### src/rtl/rim_pkg.sv
// Shared maze definitions: grid size, cell coordinates, move codes and checker
// error codes. The maze solver uses the same definitions.
package rim_pkg;

  localparam int unsigned MAZE_DIM = 8;
  localparam int unsigned COORD_W  = $clog2(MAZE_DIM);
  localparam int unsigned CELL_CNT = MAZE_DIM * MAZE_DIM;

  typedef enum logic [1:0] {
    DIR_UP    = 2'd0,
    DIR_RIGHT = 2'd1,
    DIR_DOWN  = 2'd2,
    DIR_LEFT  = 2'd3
  } dir_e;

  typedef enum logic [2:0] {
    ERR_NONE      = 3'd0,
    ERR_BAD_START = 3'd1,
    ERR_NON_ADJ   = 3'd2,
    ERR_REVISIT   = 3'd3,
    ERR_OVERFLOW  = 3'd4,
    ERR_BAD_END   = 3'd5
  } err_e;

  typedef struct packed {
    logic [COORD_W-1:0] row;
    logic [COORD_W-1:0] col;
  } cell_t;

  // Row-major position of a cell in the visited map.
  function automatic logic [2*COORD_W-1:0] cell_index(input cell_t c);
    return {c.row, c.col};
  endfunction

endpackage

### src/rtl/rim_step_decode.sv
// Classifies the move between two cells: adjacent means Manhattan distance 1
// with no wrap-around at the grid edges; dir encodes the direction of that move.
module rim_step_decode
  import rim_pkg::*;
(
  input  cell_t prev,
  input  cell_t cur,
  output logic  adjacent,
  output dir_e  dir
);

  logic signed [COORD_W:0] d_row;
  logic signed [COORD_W:0] d_col;

  // Zero-extend before subtracting so 7->0 yields -7, never a wrapped +1.
  assign d_row = $signed({1'b0, cur.row}) - $signed({1'b0, prev.row});
  assign d_col = $signed({1'b0, cur.col}) - $signed({1'b0, prev.col});

  always_comb begin
    // NOTE: every output gets a default first so no path through the block can infer a latch.
    adjacent = 1'b0;
    dir      = DIR_UP;
    if (d_col == '0 && d_row == -4'sd1) begin
      adjacent = 1'b1;
      dir      = DIR_UP;
    end else if (d_row == '0 && d_col == 4'sd1) begin
      adjacent = 1'b1;
      dir      = DIR_RIGHT;
    end else if (d_col == '0 && d_row == 4'sd1) begin
      adjacent = 1'b1;
      dir      = DIR_DOWN;
    end else if (d_row == '0 && d_col == -4'sd1) begin
      adjacent = 1'b1;
      dir      = DIR_LEFT;
    end
  end

endmodule

### config.mk
export PLATFORM = sky130hd
export DESIGN_NAME = rim_step_decode
export DESIGN_NICKNAME = d
export VERILOG_FILES = /design/src/rtl/rim_pkg.sv /design/src/rtl/rim_step_decode.sv
export SDC_FILE = /design/constraint.sdc
export NUM_CORES = 1
export LEC_CHECK = 0
export CAP_MARGIN = 10
export CELL_PAD_IN_SITES_DETAIL_PLACEMENT = 1
export CELL_PAD_IN_SITES_GLOBAL_PLACEMENT = 1
export CORE_AREA = 4 4 41 43
export DETAILED_ROUTE_END_ITERATION = 10
export DIE_AREA = 0 0 45 47
export GPL_ROUTABILITY_DRIVEN = 0
export GPL_TIMING_DRIVEN = 1
export PLACE_DENSITY = 0.63
export SETUP_SLACK_MARGIN = 0.15
export SLEW_MARGIN = 20
export SYNTH_ARGS = -nofsm -noshare
export SYNTH_HDL_FRONTEND = slang
export SYNTH_SLANG_ARGS = --single-unit
export TNS_END_PERCENT = 1
### constraint.sdc
create_clock -name vclk -period 2.6
set_input_delay 0.52 -clock vclk [all_inputs]
set_output_delay 0.52 -clock vclk [all_outputs]
set_load 0.05 [all_outputs]
==> qor.tcl, run 1 <==
set qor(holdWs_ns) 1.68
set qor(worst_path_dominant_cell_family) {adder cells}
set qor(postSynthCellCount) 36
set qor(grt_pass1_vias) 384
set qor(final_layout_size_suffix_gt1_share_pct) 65.6
set qor(critical_path.endpoint_type) {output port}
set qor(sequential_cell_total) 0
set qor(antenna_found_initial) 0
set qor(finalHoldViolations) 0
set qor(placement_rows) 13
set qor(setup_total_negative_slack_ns) -0.0998
set qor(final-max-slew-violation-count) 0
set qor(worst_endpoint_data_arrival_time_ns) 2.13
set qor(final_cell_count_no_fill) 76
set qor(worstPathMaxFanout) 4
set qor(chipWidth_um) 45
set qor(yosys.area.top_type_share_pct) 26.4
set qor(drtPass1Iterations) 2
set qor(worst_pin_slew_ns) 0.271
set qor(route.vias.total) 355
set qor(worst_slew_margin_rel_pct) 81.9
set qor(antenna_left) 0
set qor(min-delay-path-class) {primary input to output port}
set qor(total_area_of_multi_input_combinational_cells_um2) 393
set qor(grt_max_degree) 5
set qor(cap_violations) 0
set qor(worst_case_setup_slack_after_placement_ns) -0.490
set qor(status) {finished, violations left}
set qor(yosysWarningCount) 0
set qor(gr-total-overflow) 0
set qor(finalWorstSetupSlack_ns) -0.0549
set qor(drc_errors) 0
set qor(i_o_pin_cnt) 15
set qor(fin_area_um2) 684
set qor(seqCellArea_um2) 0
set qor(cp_slowest_cell) {sky130_fd_sc_hd__or4_4}
set qor(drt-vias-per-instance) 4.67
set qor(final_nets) 83
set qor(fill_cells) 147
set qor(core_area_um2) 1300
set qor(fmax_mhz) 377
set qor(synth_area_leader_cell) {sky130_fd_sc_hd__ha_1}
set qor(cellPowerDensity_nw_per_um2) 222
set qor(die_h_um) 47
set qor(wirelength_um) 954
set qor(seq_area_frac_synth_pct) 0
set qor(critPathMaxStageDelay_ns) 0.50
set qor(effective_utilization_at_floorplan_pct) 21.8
set qor(fin_crit_sh_pct) 102
set qor(ir_worst_vdd_v) 0.0000826
set qor(synthDistinctLibCells) 20
set qor(grt_setup_unrepaired) {yes}
set qor(final_period_minus_worst_setup_slack_ns) 2.65
set qor(synth_cell_area_um2) 284
set qor(dr.first_iter.drc_count) 1
set qor(mappedNetlistNets) 56
set qor(dpl.cell_count) 71
set qor(cp_data_required_time_ns) 2.08
set qor(critical_path.n_buffers_inverters) 2
set qor(timing.setup.critical_path_class) {primary input to output port}
set qor(static-leakage-power_nw) 0.300
set qor(postLayoutCoreUtil_pct) 52.6
set qor(ys_top_cells_by_count) {sky130_fd_sc_hd__inv_1, sky130_fd_sc_hd__ha_1}
set qor(dp_hpwl_um) 835
set qor(total_power_uw) 152
set qor(area_delta_synth_final_pct) 141
set qor(post-synth-top-count-cell) {sky130_fd_sc_hd__inv_1}
set qor(violated_checks) {negative setup slack}
set qor(clkbuf_count) 0
set qor(dieArea_um2) 2120
set qor(avgRoutedWirePerCell_um) 12.6
set qor(start_kind) {primary input}
set qor(post_dp_area_um2) 569
set qor(worstPathCellList) {buf_6 > ha_4 > fa_2 > xor2_4 > or4_4 > a21oi_4 > buf_12}
set qor(n_antenna_cell) 0
set qor(port-buffer-count) 15
set qor(setup_viol) 2
set qor(grt_use_total_pct) 10.0
set qor(grt_first_pass_wirelength_um) 1590
set qor(syn_avg_cell_area_um2) 7.89
set qor(ys_top_cells_by_area) {sky130_fd_sc_hd__ha_1, sky130_fd_sc_hd__fa_1, sky130_fd_sc_hd__inv_1}
power by group:
group / internal (mW) / switching [mW] / leakage [nW] / total [mW]
Clock: 0 / 0 / 0 / 0
Combinational: 0.0809 / 0.0707 / 0.300 / 0.152
Sequential: 0 / 0 / 0 / 0
per-layer routing:
metal	track usage, %	up-vias	part of all wire (%)
li1	-	174	-
met1	10.0	167	33
met2	21.2	10	59
met3	0.766	4	4.7
met4	3.51	0	3.2
met5	0	-	0
area by class of cell:
cell class | instances | share of cell area [%]
tap | 15 | 2.74
multi-input combinational | 28 | 57.4
inverter | 8 | 5.12
timing repair buffer | 25 | 34.7
placed cells by master (no fill, tap or decap), drive strengths merged, types with 2 or more instances in the layout:
cell,Yosys,routed
xor2,2,2
ha,6,6
nor2,2,2
inv,8,8
a21oi,2,2
nand2,2,2
dlygate4sd2,0,5
buf,0,19
fa,2,2
kinds of logic after synthesis:
group / after synthesis / synth area share (%)
buffers and inverters: 8 / 10.6
adders and majority gates: 8 / 40.5
muxes: 1 / 3.52
xor gates and xnor gates: 2 / 6.17
AOI/OAI and AO/OA: 7 / 20.3
and+or+nand+nor: 10 / 18.9
what timing repair did:
action | 4_1_cts | 5_1_grt
setup endpoints to repair | 3 | 3
setup buffers | 4 | 1
endpoints found under the hold margin | 0 | 0
resized for setup | 50 | 6
gates cloned | 0 | 0
hold buffers | 0 | 0
pin swaps | 14 | 10
worst paths after layout:
check | cells after the start | slack (ns) | from | end
hold / removal | 6 | 1.68 | prev[3] | dir[1]
setup / recovery | 7 | -0.05 | prev[0] | dir[1]
worst min-delay path, delay by kind of cell:
kind,cells,cell delay [ns]
buffers and inverters,2,0.21
and+or+nand+nor,2,0.22
adders and majority gates,1,0.12
AOI/OAI and AO/OA,1,0.09
No activity file was read; power rests on OpenSTA's default activity.
==> run 2, diff against run 1 <==
- DONT_BUFFER_PORTS: not set -> 1
- PLACE_DENSITY: 0.63 -> 0.42
- SLEW_MARGIN: 20 -> not set
==> run 2 against run 1 <==
Against the previous run:
- the run now ends clean
- sequential cell count stayed put
- combinational power shrank 26%
- core utilization is 12 points lower
- sequential share of layout area unchanged
- wire length decreased by 15%
- global-route usage down 1.1 points
- count of clock-buffer cells in the layout did not move
- setup slack better by 0.12 ns
- final cell count is 22% lower
- critical path type unchanged
- critical endpoint unchanged
- largest power group unchanged
==> qor.tcl, run 2 (synthesis results as in run 1) <==
set qor(fin_area_um2) 523 ;# -24%
set qor(worst_slew_margin_rel_pct) 76.4 ;# -5.4 points
set qor(fmax_mhz) 394 ;# +4.7%
set qor(finalHoldViolations) 0 ;# unchanged
set qor(final_nets) 66 ;# -20%
set qor(setup_total_negative_slack_ns) 0 ;# +0.0998 ns
set qor(holdWs_ns) 1.60 ;# -0.0805 ns
set qor(timing.setup.critical_path_class) {primary input to output port}
set qor(ir_worst_vdd_v) 0.0000722 ;# -13%
set qor(cts.hold.buffers_added) 0 ;# unchanged
set qor(area_delta_synth_final_pct) 84.1
set qor(worst_endpoint_data_arrival_time_ns) 2.02 ;# -0.11 ns
set qor(grt_pass1_vias) 336 ;# -13%
set qor(dieArea_um2) 2120 ;# unchanged
set qor(critPathMaxStageDelay_ns) 0.57 ;# +0.07 ns
set qor(layout.cells.most_common_list) {sky130_fd_sc_hd__inv_1, sky130_fd_sc_hd__buf_4, sky130_fd_sc_hd__buf_12}
set qor(port-buffer-count) 0 ;# -15
set qor(status) {complete, no violations}
set qor(n_antenna_cell) 0 ;# unchanged
set qor(wirelength_um) 815 ;# -15%
set qor(critical_path.n_buffers_inverters) 2 ;# unchanged
set qor(i_o_pin_cnt) 15 ;# unchanged
set qor(chipWidth_um) 45 ;# unchanged
set qor(final_cell_count_no_fill) 59 ;# -22%
set qor(start_kind) {primary input}
set qor(most_common_library_cell_in_the_layout_ignoring_fill_and_taps) {sky130_fd_sc_hd__inv_1}
set qor(worstPathCellList) {inv_12 > ha_4 > fa_2 > or4_4 > a21oi_4 > buf_12}
set qor(gr-total-overflow) 0 ;# unchanged
set qor(cp_slowest_cell) {sky130_fd_sc_hd__or4_4}
set qor(critical_path.endpoint_type) {output port}
set qor(placement_rows) 13 ;# unchanged
set qor(final_period_minus_worst_setup_slack_ns) 2.54 ;# -0.119 ns
set qor(post_dp_area_um2) 454 ;# -20%
set qor(route.vias.total) 285 ;# -20%
set qor(timing.critical_path.depth) 6 ;# -1
set qor(cp_data_required_time_ns) 2.08 ;# about the same
set qor(drc_errors) 0 ;# unchanged
set qor(drtPass1Iterations) 4 ;# +2
set qor(grt_use_total_pct) 8.95 ;# -1.1 points
set qor(worst_hold_path.num_cells) 4 ;# -2
set qor(final_layout_size_suffix_gt1_share_pct) 54.5 ;# -11 points
set qor(core_area_um2) 1300 ;# unchanged
set qor(worst_pin_slew_ns) 0.352 ;# +0.0808 ns
set qor(worst_path_dominant_cell_family) {adder cells}
set qor(dpl.cell_count) 58 ;# -18%
set qor(final-max-slew-violation-count) 0 ;# unchanged
set qor(min-delay-path-class) {primary input to output port}
set qor(sequential_cell_total) 0 ;# unchanged
set qor(cellPowerDensity_nw_per_um2) 213 ;# -3.7%
set qor(setup_viol) 0 ;# -2
set qor(clkbuf_count) 0 ;# unchanged
set qor(die_h_um) 47 ;# unchanged
set qor(worstPathMaxFanout) 4 ;# unchanged
set qor(effective_utilization_at_floorplan_pct) 21.8 ;# unchanged
set qor(dr.first_iter.drc_count) 2 ;# +1
set qor(grt_setup_unrepaired) {yes}
set qor(antenna_found_initial) 0 ;# unchanged
set qor(cap_violations) 0 ;# unchanged
set qor(grt_first_pass_wirelength_um) 1410 ;# -11%
set qor(fin_crit_sh_pct) 97.5 ;# -4.6 points
set qor(seqCellArea_um2) 0 ;# unchanged
set qor(static-leakage-power_nw) 0.215 ;# -28%
set qor(drt-vias-per-instance) 4.83 ;# +3.4%
set qor(dp_hpwl_um) 663 ;# -21%
set qor(avgRoutedWirePerCell_um) 13.8 ;# +10%
set qor(grt_max_degree) 5 ;# unchanged
set qor(antenna_left) 0 ;# unchanged
## run 2: through the flow
stage | setup slack (ns) | power, mW | util [%]
4_1_cts | -0.00577 | 0.106 | 38.6
5_1_grt | 0.00814 | 0.123 | 40.2
3_5_place_dp | -0.0144 | 0.0970 | 34.9
2_1_floorplan | -0.0173 | 0.0719 | -
3_3_place_gp | 0.0127 | 0.0917 | 34.9
6_report | 0.0643 | 0.112 | 40.2
## run 2: routing by layer
metal / global-route usage, % / share of wire (%) / wire (um)
met5: 0 / 0 / 0
met4: 0 / 0 / 0
met2: 19.8 / 61 / 498
met3: 1.92 / 7.1 / 58
met1: 8.70 / 32 / 258
## run 2: tightest hold or removal path, stage by stage
cell and delay [ns]:
sky130_fd_sc_hd__fa_2 0.23, sky130_fd_sc_hd__or4_4 0.15, sky130_fd_sc_hd__a21oi_4 0.05, sky130_fd_sc_hd__buf_12 0.13
## run 2: area by class of cell
cell class | count | area (um^2)
inverter | 8 | 42.5
multi-input combinational | 28 | 364
fill | 146 | 778
timing repair buffer | 8 | 97.6
tap | 15 | 18.8
## run 2: worst paths after layout
check                     to     from  slack (ns)
worst min-delay path  dir[1]  prev[1]        1.60
worst max-delay path  dir[1]   cur[0]        0.06
## run 2: what timing repair did
action / CTS / global route
pin swaps: 7 / 4
setup endpoints to repair: 3 / 3
setup buffers: 0 / 1
resized for setup: 10 / 2
## run 2: where the power goes
group	switching [mW]	total (mW)	internal, mW	leakage (nW)
registers	0	0	0	0
clock network	0	0	0	0
logic	0.0569	0.112	0.0547	0.215
total	0.0569	0.112	0.0547	0.215
